==> config.mk <==
export PLATFORM = sky130hd
export DESIGN_NAME = uart_rx_os_fifo
export DESIGN_NICKNAME = d
export VERILOG_FILES = /design/src/rtl/uart_rx_os_fifo.sv
export SDC_FILE = /design/constraint.sdc
export NUM_CORES = 1
export LEC_CHECK = 0
export ABC_AREA = 1
export CAP_MARGIN = 25
export CORE_MARGIN = 5
export CORE_UTILIZATION = 50
export DETAILED_ROUTE_END_ITERATION = 10
export GPL_TIMING_DRIVEN = 0
export HOLD_SLACK_MARGIN = 0.1
export PLACE_DENSITY = 0.67
export SLEW_MARGIN = 20
export SYNTH_ARGS = -nofsm -noshare
export SYNTH_HDL_FRONTEND = slang
export SYNTH_SLANG_ARGS = --single-unit
==> constraint.sdc <==
create_clock -name clk -period 4.3 [get_ports clk]
set_clock_uncertainty 0.1 [all_clocks]
set_input_delay 0.86 -clock clk [delete_from_list [all_inputs] [get_ports clk]]
set_output_delay 0.86 -clock clk [all_outputs]
set_load 0.005 [all_outputs]
==> src/rtl/uart_rx_os_fifo.sv <==
// Oversampling UART receiver (3-sample majority vote) feeding a FWFT receive FIFO; parity via UART_RX_PARITY_EN.
// Byte lands in the FIFO one clk after the final stop-bit vote; a full FIFO drops the frame and pulses overrun.
module uart_rx_os_fifo #(
   parameter int CLK_FREQ   = 100_000_000,
   parameter int BAUD_RATE  = 115_200,
   parameter int OVERSAMPLE = 16,
   parameter int DATA_BITS  = 8,
   parameter int STOP_BITS  = 1,
   parameter int FIFO_DEPTH = 16
) (
   input  logic                          clk,
   input  logic                          rst_n,
   input  logic                          rx,
   input  logic                          parity_odd,
   input  logic                          rd_en,
   output logic [DATA_BITS-1:0]          rd_data,
   output logic                          rd_empty,
   output logic                          rd_full,
   output logic [$clog2(FIFO_DEPTH):0]   level,
   output logic                          frame_err,
   output logic                          parity_err,
   output logic                          overrun
);

   localparam int DIV = CLK_FREQ / (BAUD_RATE * OVERSAMPLE);
   localparam int CW  = (DIV > 1) ? $clog2(DIV) : 1;
   localparam int SCW = $clog2(OVERSAMPLE);
   localparam int BW  = $clog2(DATA_BITS);
   localparam int AW  = $clog2(FIFO_DEPTH);

   localparam logic [CW-1:0]  DIV_LAST  = CW'(DIV - 1);
   localparam logic [SCW-1:0] SC_LAST   = SCW'(OVERSAMPLE - 1);
   localparam logic [SCW-1:0] SC_S0     = SCW'(OVERSAMPLE / 2 - 1);
   localparam logic [SCW-1:0] SC_S1     = SCW'(OVERSAMPLE / 2);
   localparam logic [SCW-1:0] SC_VOTE   = SCW'(OVERSAMPLE / 2 + 1);
   localparam logic [BW-1:0]  BIT_LAST  = BW'(DATA_BITS - 1);
   localparam logic           STOP_LAST = 1'(STOP_BITS - 1);

`ifdef UART_RX_PARITY_EN
   typedef enum logic [2:0] {S_IDLE, S_START, S_DATA, S_PARITY, S_STOP} state_t;
`else
   typedef enum logic [2:0] {S_IDLE, S_START, S_DATA, S_STOP} state_t;
`endif

   state_t               state;
   logic                 rx_s1, rx_s2, rx_prev;
   logic                 fall;
   logic [CW-1:0]        div_cnt;
   logic                 tick;
   logic [SCW-1:0]       sc;
   logic                 smp0, smp1;
   logic                 vote;
   logic                 at_vote, at_end;
   logic [BW-1:0]        bit_idx;
   logic                 stop_idx;
   logic                 stop_bad;
   logic [DATA_BITS-1:0] data;
   logic                 final_vote;
   logic                 frame_good;
   logic                 push, pop;
   logic [AW:0]          wr_ptr, rd_ptr;
   logic [DATA_BITS-1:0] mem [FIFO_DEPTH];

   always_ff @(posedge clk or negedge rst_n) begin
      if (!rst_n) begin
         rx_s1   <= 1'b1;
         rx_s2   <= 1'b1;
         rx_prev <= 1'b1;
      end else begin
         rx_s1   <= rx;
         rx_s2   <= rx_s1;
         rx_prev <= rx_s2;
      end
   end

   // A held-low line after a bad stop bit produces no edge until it returns high.
   assign fall = rx_prev & ~rx_s2;

   always_ff @(posedge clk or negedge rst_n) begin
      if (!rst_n)
         div_cnt <= '0;
      else if ((state == S_IDLE && fall) || tick)
         div_cnt <= '0;
      else
         div_cnt <= div_cnt + 1'b1;
   end

   assign tick    = (div_cnt == DIV_LAST);
   assign vote    = (smp0 & smp1) | (smp0 & rx_s2) | (smp1 & rx_s2);
   assign at_vote = tick && (sc == SC_VOTE);
   assign at_end  = tick && (sc == SC_LAST);

   assign final_vote = at_vote && (state == S_STOP) && (stop_idx == STOP_LAST);

`ifdef UART_RX_PARITY_EN
   logic par_bad;
   assign frame_good = vote & ~stop_bad & ~par_bad;
`else
   logic unused_parity_odd;
   assign unused_parity_odd = parity_odd;
   assign frame_good = vote & ~stop_bad;
`endif

   assign pop  = rd_en & ~rd_empty;
   assign push = final_vote & frame_good & (~rd_full | pop);

   always_ff @(posedge clk or negedge rst_n) begin
      if (!rst_n) begin
         state      <= S_IDLE;
         sc         <= '0;
         smp0       <= 1'b0;
         smp1       <= 1'b0;
         bit_idx    <= '0;
         stop_idx   <= 1'b0;
         stop_bad   <= 1'b0;
         data       <= '0;
         frame_err  <= 1'b0;
         parity_err <= 1'b0;
         overrun    <= 1'b0;
`ifdef UART_RX_PARITY_EN
         par_bad    <= 1'b0;
`endif
      end else begin
         frame_err  <= 1'b0;
         parity_err <= 1'b0;
         overrun    <= 1'b0;
         if (state != S_IDLE && tick) begin
            if (sc == SC_S0) smp0 <= rx_s2;
            if (sc == SC_S1) smp1 <= rx_s2;
            sc <= (sc == SC_LAST) ? '0 : sc + 1'b1;
         end
         case (state)
            S_IDLE: begin
               if (fall) begin
                  state    <= S_START;
                  sc       <= '0;
                  stop_bad <= 1'b0;
`ifdef UART_RX_PARITY_EN
                  par_bad  <= 1'b0;
`endif
               end
            end
            S_START: begin
               if (at_vote && vote) begin
                  frame_err <= 1'b1;
                  state     <= S_IDLE;
               end else if (at_end) begin
                  state   <= S_DATA;
                  bit_idx <= '0;
               end
            end
            S_DATA: begin
               if (at_vote)
                  data[bit_idx] <= vote;
               if (at_end) begin
                  if (bit_idx == BIT_LAST) begin
`ifdef UART_RX_PARITY_EN
                     state <= S_PARITY;
`else
                     state <= S_STOP;
`endif
                     stop_idx <= 1'b0;
                  end else begin
                     bit_idx <= bit_idx + 1'b1;
                  end
               end
            end
`ifdef UART_RX_PARITY_EN
            S_PARITY: begin
               if (at_vote)
                  par_bad <= vote ^ (^data) ^ parity_odd;
               if (at_end)
                  state <= S_STOP;
            end
`endif
            S_STOP: begin
               // Resolve at the final vote so the next start edge is never missed.
               if (final_vote) begin
                  if (!vote || stop_bad)
                     frame_err <= 1'b1;
`ifdef UART_RX_PARITY_EN
                  else if (par_bad)
                     parity_err <= 1'b1;
`endif
                  else if (!push)
                     overrun <= 1'b1;
                  state <= S_IDLE;
               end else begin
                  if (at_vote)
                     stop_bad <= stop_bad | ~vote;
                  if (at_end)
                     stop_idx <= stop_idx + 1'b1;
               end
            end
            default: state <= S_IDLE;
         endcase
      end
   end

   always_ff @(posedge clk) begin
      if (push)
         mem[wr_ptr[AW-1:0]] <= data;
   end

   always_ff @(posedge clk or negedge rst_n) begin
      if (!rst_n) begin
         wr_ptr <= '0;
         rd_ptr <= '0;
      end else begin
         if (push) wr_ptr <= wr_ptr + 1'b1;
         if (pop)  rd_ptr <= rd_ptr + 1'b1;
      end
   end

   assign rd_data  = mem[rd_ptr[AW-1:0]];
   assign level    = wr_ptr - rd_ptr;
   assign rd_empty = (wr_ptr == rd_ptr);
   assign rd_full  = (wr_ptr[AW] != rd_ptr[AW]) && (wr_ptr[AW-1:0] == rd_ptr[AW-1:0]);

endmodule

==> results.md, run 1 <==
| Item | Reported | Unit |
|:---|:---|:---|
| Post-Syn Nets | 696 | - |
| Total die area | 17340 | um^2 |
| Setup slack, reg-to-reg | 870 | ps |
| Dominant synthesized flop cell | sky130_fd_sc_hd__edfxtp_1 | - |
| Share of cell area taken by muxes after synthesis | 0 | - |
| Post-CTS sizing | 0 | - |
| Slew of the pin with the lowest slew margin | 885.6 | ps |
| Post-detailed-route via-to-cell ratio | 5.514 | - |
| Per-instance average area after synthesis | 10.98 | um^2 |
| Most instantiated cells after synthesis | 128 x sky130_fd_sc_hd__edfxtp_1, 114 x sky130_fd_sc_hd__nor2_1, 94 x sky130_fd_sc_hd__nand2_1, 73 x sky130_fd_sc_hd__o21ai_0, 44 x sky130_fd_sc_hd__inv_1 | - |
| Overflow after GRT | 0 | - |
| Number of distinct library cells after synthesis | 33 | - |
| Post-synthesis share of cell area spent on and, or, nand and nor gates | 0.1560 | - |
| Register bit total from synthesis | 170 | - |
| Min Tclk post-route | 3943 | ps |
| Ratio of total power to cell area | 612.9 | nW/um^2 |
| Number of nets in the layout | 736 | - |
| Layout fillers | 1231 | - |
| Fraction of layout instances using a drive strength above 1 | 0.09491 | - |
| Average wire length per cell after detail routing | 18.08 | um |
| Effective utilization at floorplan | 0.5094 | - |
| Leakage power of the design | 0.003505 | uW |
| Global-route met3 utilization | 0.05313 | - |
| Largest cells by area after synthesis | sky130_fd_sc_hd__edfxtp_1 52%, sky130_fd_sc_hd__dfrtp_1 13%, sky130_fd_sc_hd__nor2_1 5.8% | - |
| Max H-tree Level | 4 | - |
| Hold buffers post-CTS | 0 | - |
| Global-route wire length before repair | 26.79 | mm |
| I/O pin count | 23 | - |
| Worst ir drop on vdd | 0.3298 | mV |
| Fin crit share | 0.9170 | - |
| Main combinational cell family by area after synthesis | simple AND/OR/NAND/NOR gates | - |
| R2R depth | 10 | - |
| Share of the synthesized area in the top cell type | 0.5192 | - |
| WP data arrival | 2980 | ps |
| Max cap viols | 0 | - |
| HPWL Detailed | 11.03 | mm |
| Post-layout instance area | 8467 | um^2 |
| Element type at the critical path end | output pin | - |
| DRT antenna net count | 0 | - |
| Clk Latency, worst-skew pair | 420 | ps |
| Area inside the core boundary | 14530 | um^2 |
| Max Buffers Root-to-Sink | 2 | - |
| Launching point of the worst reg2reg path | rd_ptr[1] | - |
| Width of the chip | 131.7 | um |
| Data required, critical path | 3340 | ps |
| Clock-pin transition on the worst setup and hold timing paths | 60 | ps |
| Most numerous cell in the Yosys netlist | sky130_fd_sc_hd__edfxtp_1 | - |
| Highest-utilization routing layer at the global route stage | met2 | - |
| Setup-violating endpoint count in the final report | 0 | - |
| Number of buffers inserted by port buffering | 20 | - |
| Maximum number of pins on one net before global-route repair | 32 | - |
| GRT Overall Usage | 0.1967 | - |
| Setup total negative slack | 0 | ps |
| Die Y-Extent | 131.7 | um |
| Total power after layout | 5189 | uW |
| Slew margin rel. | 0.4074 | - |
| # DRC | 0 | - |
| Result of the run | finished, final reports clean | - |
| Post-Layout Cell Count | 911 | - |
| Number of cells produced by synthesis | 674 | - |
| Mapped Area | 7403 | um^2 |
| Number of flops mapped to enable cells by yosys | 128 | - |
| TritonCTS clock tree | yes | - |
| Synth Area in XOR/XNOR | 0.01656 | - |
| Number of global-route vias before repair | 5035 | - |
| Endpoint of the most critical setup path | level[3] | - |
| Rows | 44 | - |
| Post-synthesis to final-layout area growth | 14.37 | % |
| Worst hold path class | input pin to async pin | - |
| GR met1 Demand/Resource | 0.2690 | - |
| Adder-cell share of the synthesized area | 0.02974 | - |
| Count of final hold-check violations | 0 | - |
| Area occupied by registers | 4898 | um^2 |
| Kind of critical path | register to output pin | - |
| Area taken by multi-input logic gates | 2197 | um^2 |
| Warnings, synthesis | 0 | - |
| Setup repair after global routing missed its margin | no | - |
| Share of synthesized area occupied by flip-flops and latches | 0.6617 | - |
| Final slew viol count | 0 | - |
| Worst flop-to-flop path endpoint | mem[7][1] | - |
| Drt total wl | 16.47 | mm |
| Postcts setup bufs | 0 | - |
| Clock Tree Root | sky130_fd_sc_hd__clkbuf_16 | - |
| Top fanout value on the critical path | 10 | - |
| Critical Path Source | rd_ptr[1] | - |
| Number of clock sinks seen by CTS | 170 | - |
| Compound-gate portion of the synthesized area | 0.09397 | - |
| Diodes inserted | 0 | - |
| Vias | 5023 | - |
| Met2 Usage GRT | 0.3053 | - |
| Antenna violations before repair | 0 | - |
| Largest area contributor in the netlist | sky130_fd_sc_hd__edfxtp_1 | - |
| Fmax | 253.6 | MHz |
| Count of routing violations after the opening detailed-route iteration | 455 | - |
| Critical Path Source Type | register | - |
| Total clock buffers created by CTS | 17 | - |
| Final Wtd Congestion | 0.8383 | - |
| First-pass DRT Iterations | 5 | - |
| Number of placed instances, taps included | 879 | - |
| Area post-placement | 7849 | um^2 |
| Post-synth ARST share | 0.2471 | - |
[worst min path at each step]
| stage | slack [ps] | end | depth (start not counted) | from |
|---|---|---|---|---|
| detailed placement | 250 | rx_s2 | 0 | rx_s1 |
| global route | 230 | sc[1] | 1 | rst_n |
| CTS | 200 | sc[1] | 1 | rst_n |
| finish | 220 | sc[1] | 1 | rst_n |
| global placement | 250 | rx_s2 | 0 | rx_s1 |
| floorplan | 250 | rx_s2 | 0 | rx_s1 |
[state kept, by name, summed over array words and instances, names as in the netlist, 2 cells and up]
name	count
bit_idx	3
wr_ptr	5
state	2
rd_ptr	5
div_cnt	6
sc	4
data	8
mem	128
[final cells by class]
cell class,count,area share
flip-flops and latches,170,0.5785
multi-input cells,426,0.2595
clock buffers,20,0.05276
well taps,184,0.02719
repair buffers,21,0.02542
inverters,55,0.02453
clock inverters,12,0.02025
plain buffers,23,0.01182
[worst max-delay path, stage by stage, from the launching register on]
cell and delay [ps]:
sky130_fd_sc_hd__dfrtp_1 500, sky130_fd_sc_hd__clkinv_1 340, sky130_fd_sc_hd__clkbuf_1 380, sky130_fd_sc_hd__ha_1 390, sky130_fd_sc_hd__nand2_1 50, sky130_fd_sc_hd__o21ai_0 190
sky130_fd_sc_hd__xor2_1 170, sky130_fd_sc_hd__clkdlybuf4s50_1 520
[stage by stage]
stage                 util  hold WS (ps)  setup WS (ps)
global route        0.5826         230.5          140.5
finish              0.5826         218.4          356.9
detailed placement  0.5400         247.6          843.6
global placement    0.5390         250.3          824.5
CTS                 0.5826         204.7          358.0
floorplan                -         245.2           1851
[power by group]
part / total, uW / switching, uW / internal (uW) / leakage (uW)
Sequential: 1900 / 86.4 / 1810 / 0.00203
Clock: 1590 / 605 / 984 / 0.000298
Combinational: 1700 / 1050 / 656 / 0.00118
Total: 5190 / 1740 / 3450 / 0.00350
[cells by family after synthesis]
logic type	Yosys count
xor gates and xnor gates	14
buffers and inverters	78
other	1
adders and majority gates	17
and+or+nand+nor	267
DFF	170
AOI/OAI and AO/OA	127
[layer usage]
layer  vias to the layer above  wire length, um
li1                       2398                -
met5                         -                0
met1                      2434             7285
met3                        22             1196
met4                         0              295
met2                       169             7695
[placed cells by master (no fill, tap or decap), types with 3 or more instances in the layout]
cell                              count
sky130_fd_sc_hd__nand2_1             94
sky130_fd_sc_hd__o22ai_1             16
sky130_fd_sc_hd__nor3_1               5
sky130_fd_sc_hd__a21oi_1              5
sky130_fd_sc_hd__clkbuf_1            14
sky130_fd_sc_hd__dfrtp_1             39
sky130_fd_sc_hd__edfxtp_1           128
sky130_fd_sc_hd__clkbuf_16           17
sky130_fd_sc_hd__o21ai_0             73
sky130_fd_sc_hd__ha_1                16
sky130_fd_sc_hd__nor2_1             114
sky130_fd_sc_hd__inv_2                7
sky130_fd_sc_hd__nand2_2              6
sky130_fd_sc_hd__nand4_1              6
sky130_fd_sc_hd__o21ai_1             17
sky130_fd_sc_hd__buf_2                9
sky130_fd_sc_hd__xor2_1              12
sky130_fd_sc_hd__dfstp_2              3
sky130_fd_sc_hd__clkinv_2             4
sky130_fd_sc_hd__o211ai_1            16
sky130_fd_sc_hd__clkdlybuf4s50_1     19
sky130_fd_sc_hd__nor2_2               4
sky130_fd_sc_hd__bufinv_16            4
sky130_fd_sc_hd__nor2_4               6
sky130_fd_sc_hd__nand3_1             28
sky130_fd_sc_hd__inv_1               44
sky130_fd_sc_hd__clkinv_1             4
No activity file was read; power rests on OpenSTA's default activity.
==> run 2: changes to the inputs <==
- clock period: 4.3 -> 4.73 ns (I/O delays scaled with it)
==> results of run 2 <==
The final DEF is identical to that of run 1. Status: finished, final reports clean.
Among the figures that moved: setup slack after placement 843.6 ps -> 1190 ps; setup slack after layout 356.9 ps -> 700.9 ps; hold slack 218.4 ps -> 257.5 ps; register-to-register setup slack 870 ps -> 1300 ps; total power 5189 uW -> 4717 uW; worst IR drop on VDD 0.3298 mV -> 0.2999 mV
==> run 3: changes to the inputs <==
- GPL_TIMING_DRIVEN: 0 -> unset
==> results.md, run 3 (same netlist as run 1, synthesis figures left out) <==
| Item | Reported | Unit |
|:---|:---|:---|
| Average wire length per cell after detail routing | 17.15 | um |
| Launching point of the worst reg2reg path | rd_ptr[2] | - |
| Max Buffers Root-to-Sink | 2 | - |
| Leakage power of the design | 0.003417 | uW |
| Final Wtd Congestion | 0.7825 | - |
| Min Tclk post-route | 4203 | ps |
| R2R depth | 9 | - |
| Layout fillers | 1210 | - |
| Number of buffers inserted by port buffering | 20 | - |
| I/O pin count | 23 | - |
| Ratio of total power to cell area | 531.5 | nW/um^2 |
| Critical Path Source Type | register | - |
| Hold Path Sink | rx_s2 | - |
| Max cap viols | 0 | - |
| Final slew viol count | 0 | - |
| Element type at the critical path end | output pin | - |
| Fmax | 237.9 | MHz |
| Clock Tree Root | sky130_fd_sc_hd__clkbuf_16 | - |
| Number of flip-flops in the largest register | 128 | - |
| Setup repair after global routing missed its margin | no | - |
| Commonest cells after routing, fill and taps aside | 128 x sky130_fd_sc_hd__edfxtp_1, 114 x sky130_fd_sc_hd__nor2_1, 94 x sky130_fd_sc_hd__nand2_1, 73 x sky130_fd_sc_hd__o21ai_0, 44 x sky130_fd_sc_hd__inv_1 | - |
| Slew of the pin with the lowest slew margin | 824.3 | ps |
| Maximum number of pins on one net before global-route repair | 66 | - |
| Setup-violating endpoint count in the final report | 0 | - |
| Hold path start | rx_s1 | - |
| Fraction of layout instances using a drive strength above 1 | 0.09207 | - |
| Drt total wl | 15.27 | mm |
| Worst Slack Setup Final | 527.2 | ps |
| Number of global-route vias before repair | 4839 | - |
| Total clock buffers created by CTS | 17 | - |
| Top fanout value on the critical path | 14 | - |
| Number of nets in the layout | 716 | - |
| Kind of critical path | register to output pin | - |
| Area inside the core boundary | 14530 | um^2 |
| # DRC | 0 | - |
| Clk Latency, worst-skew pair | 420 | ps |
| Fin crit share | 0.8885 | - |
| Max H-tree Level | 4 | - |
| Post-CTS sizing | 0 | - |
| Postcts setup bufs | 0 | - |
| First-pass DRT Iterations | 5 | - |
| Effective utilization at floorplan | 0.5094 | - |
| Overflow after GRT | 0 | - |
| Most common cell after layout, fill and taps aside | sky130_fd_sc_hd__edfxtp_1 | - |
| Slew margin rel. | 0.4484 | - |
| Clock-pin transition on the worst setup and hold timing paths | 60 | ps |
| Worst flop-to-flop path endpoint | mem[11][1] | - |
| Max stage delay cell, worst path | sky130_fd_sc_hd__dfrtp_1 | - |
| Worst ir drop on vdd | 0.4401 | mV |
| Count of routing violations after the opening detailed-route iteration | 415 | - |
| Die Y-Extent | 131.7 | um |
| Number of clock sinks seen by CTS | 170 | - |
| Width of the chip | 131.7 | um |
| Hold Path Stages | 0 | - |
| Antenna violations before repair | 0 | - |
| Rows | 44 | - |
| Global-route wire length before repair | 24.83 | mm |
| DRT antenna net count | 0 | - |
| Worst hold path class | register to register | - |
| Result of the run | finished, final reports clean | - |
| Post-synthesis to final-layout area growth | 12.25 | % |
| Count of final hold-check violations | 0 | - |
| HPWL Detailed | 9.706 | mm |
| Hold buffers post-CTS | 0 | - |
| Data required, critical path | 3680 | ps |
| GRT Overall Usage | 0.1815 | - |
| Setup slack, reg-to-reg | 1200 | ps |
| WP data arrival | 3160 | ps |
| Total power after layout | 4417 | uW |
| TritonCTS clock tree | yes | - |
| Post-detailed-route via-to-cell ratio | 5.458 | - |
| Cells traversed along the worst timing path | clkinv_1 > ha_1 > nand2_1 > o21ai_0 > xor2_1 > clkdlybuf4s50_1 | - |
| Diodes inserted | 0 | - |
| DP Worst Slack | 1010 | ps |
| Setup total negative slack | 0 | ps |
| Largest stage delay on the critical path | 750 | ps |
| Vias | 4858 | - |
| Total die area | 17340 | um^2 |
run 3: critical path: cells and delay by family (launching register included):
family | cells | cell delay [ps]
buffers and inverters | 2 | 1020
AND/OR/NAND/NOR | 1 | 90
flip-flops | 1 | 750
XOR/XNOR | 1 | 170
adder cells (fa/ha/maj) | 1 | 490
AO/OA/AOI/OAI | 1 | 210
run 3: worst max path at each step:
stage	cells past startpoint	to	slack, ps	start
2_1_floorplan	6	level[3]	2200	rd_ptr[1]
3_3_place_gp	6	level[4]	1060	rd_ptr[2]
3_5_place_dp	6	level[4]	1010	rd_ptr[2]
4_1_cts	6	level[4]	540	rd_ptr[2]
5_1_grt	6	level[4]	350	rd_ptr[2]
6_report	6	level[4]	530	rd_ptr[2]
run 3: power breakdown:
| group | internal, uW | switching, uW | leakage [uW] |
|---|---|---|---|
| Combinational | 577 | 834 | 0.00115 |
| Clock | 669 | 565 | 0.000246 |
| Sequential | 1650 | 127 | 0.00203 |
| Total | 2890 | 1530 | 0.00342 |
run 3: through the flow:
stage / area (um^2) / utilization / hold slack, ps / instances
after floorplan: 7403 / - / 245.2 / 674
after global placement: 7765 / 0.5343 / 250.9 / 858
after detailed placement: 7765 / 0.5343 / 247.5 / 858
after CTS: 8290 / 0.5704 / 261.5 / 889
after global routing: 8310 / 0.5718 / 272.4 / 890
final: 8310 / 0.5718 / 261.7 / 890
run 3: routing by layer:
layer	track usage	vias up	share of wire
met4	0.06743	0	0.021
li1	-	2364	-
met2	0.2983	132	0.49
met1	0.2400	2340	0.43
met3	0.03708	22	0.053
met5	0	-	0
run 3: cell type report:
cell class	instances	area, um^2	share of cell area
clock buffers	17	425.4	0.05119
clock inverters	14	100.1	0.01204
inverters	55	207.7	0.02499
multi-input cells	426	2197	0.2644
flip-flops and latches	170	4900	0.5896
well taps	184	230.2	0.02770
repair buffers	24	250.2	0.03011
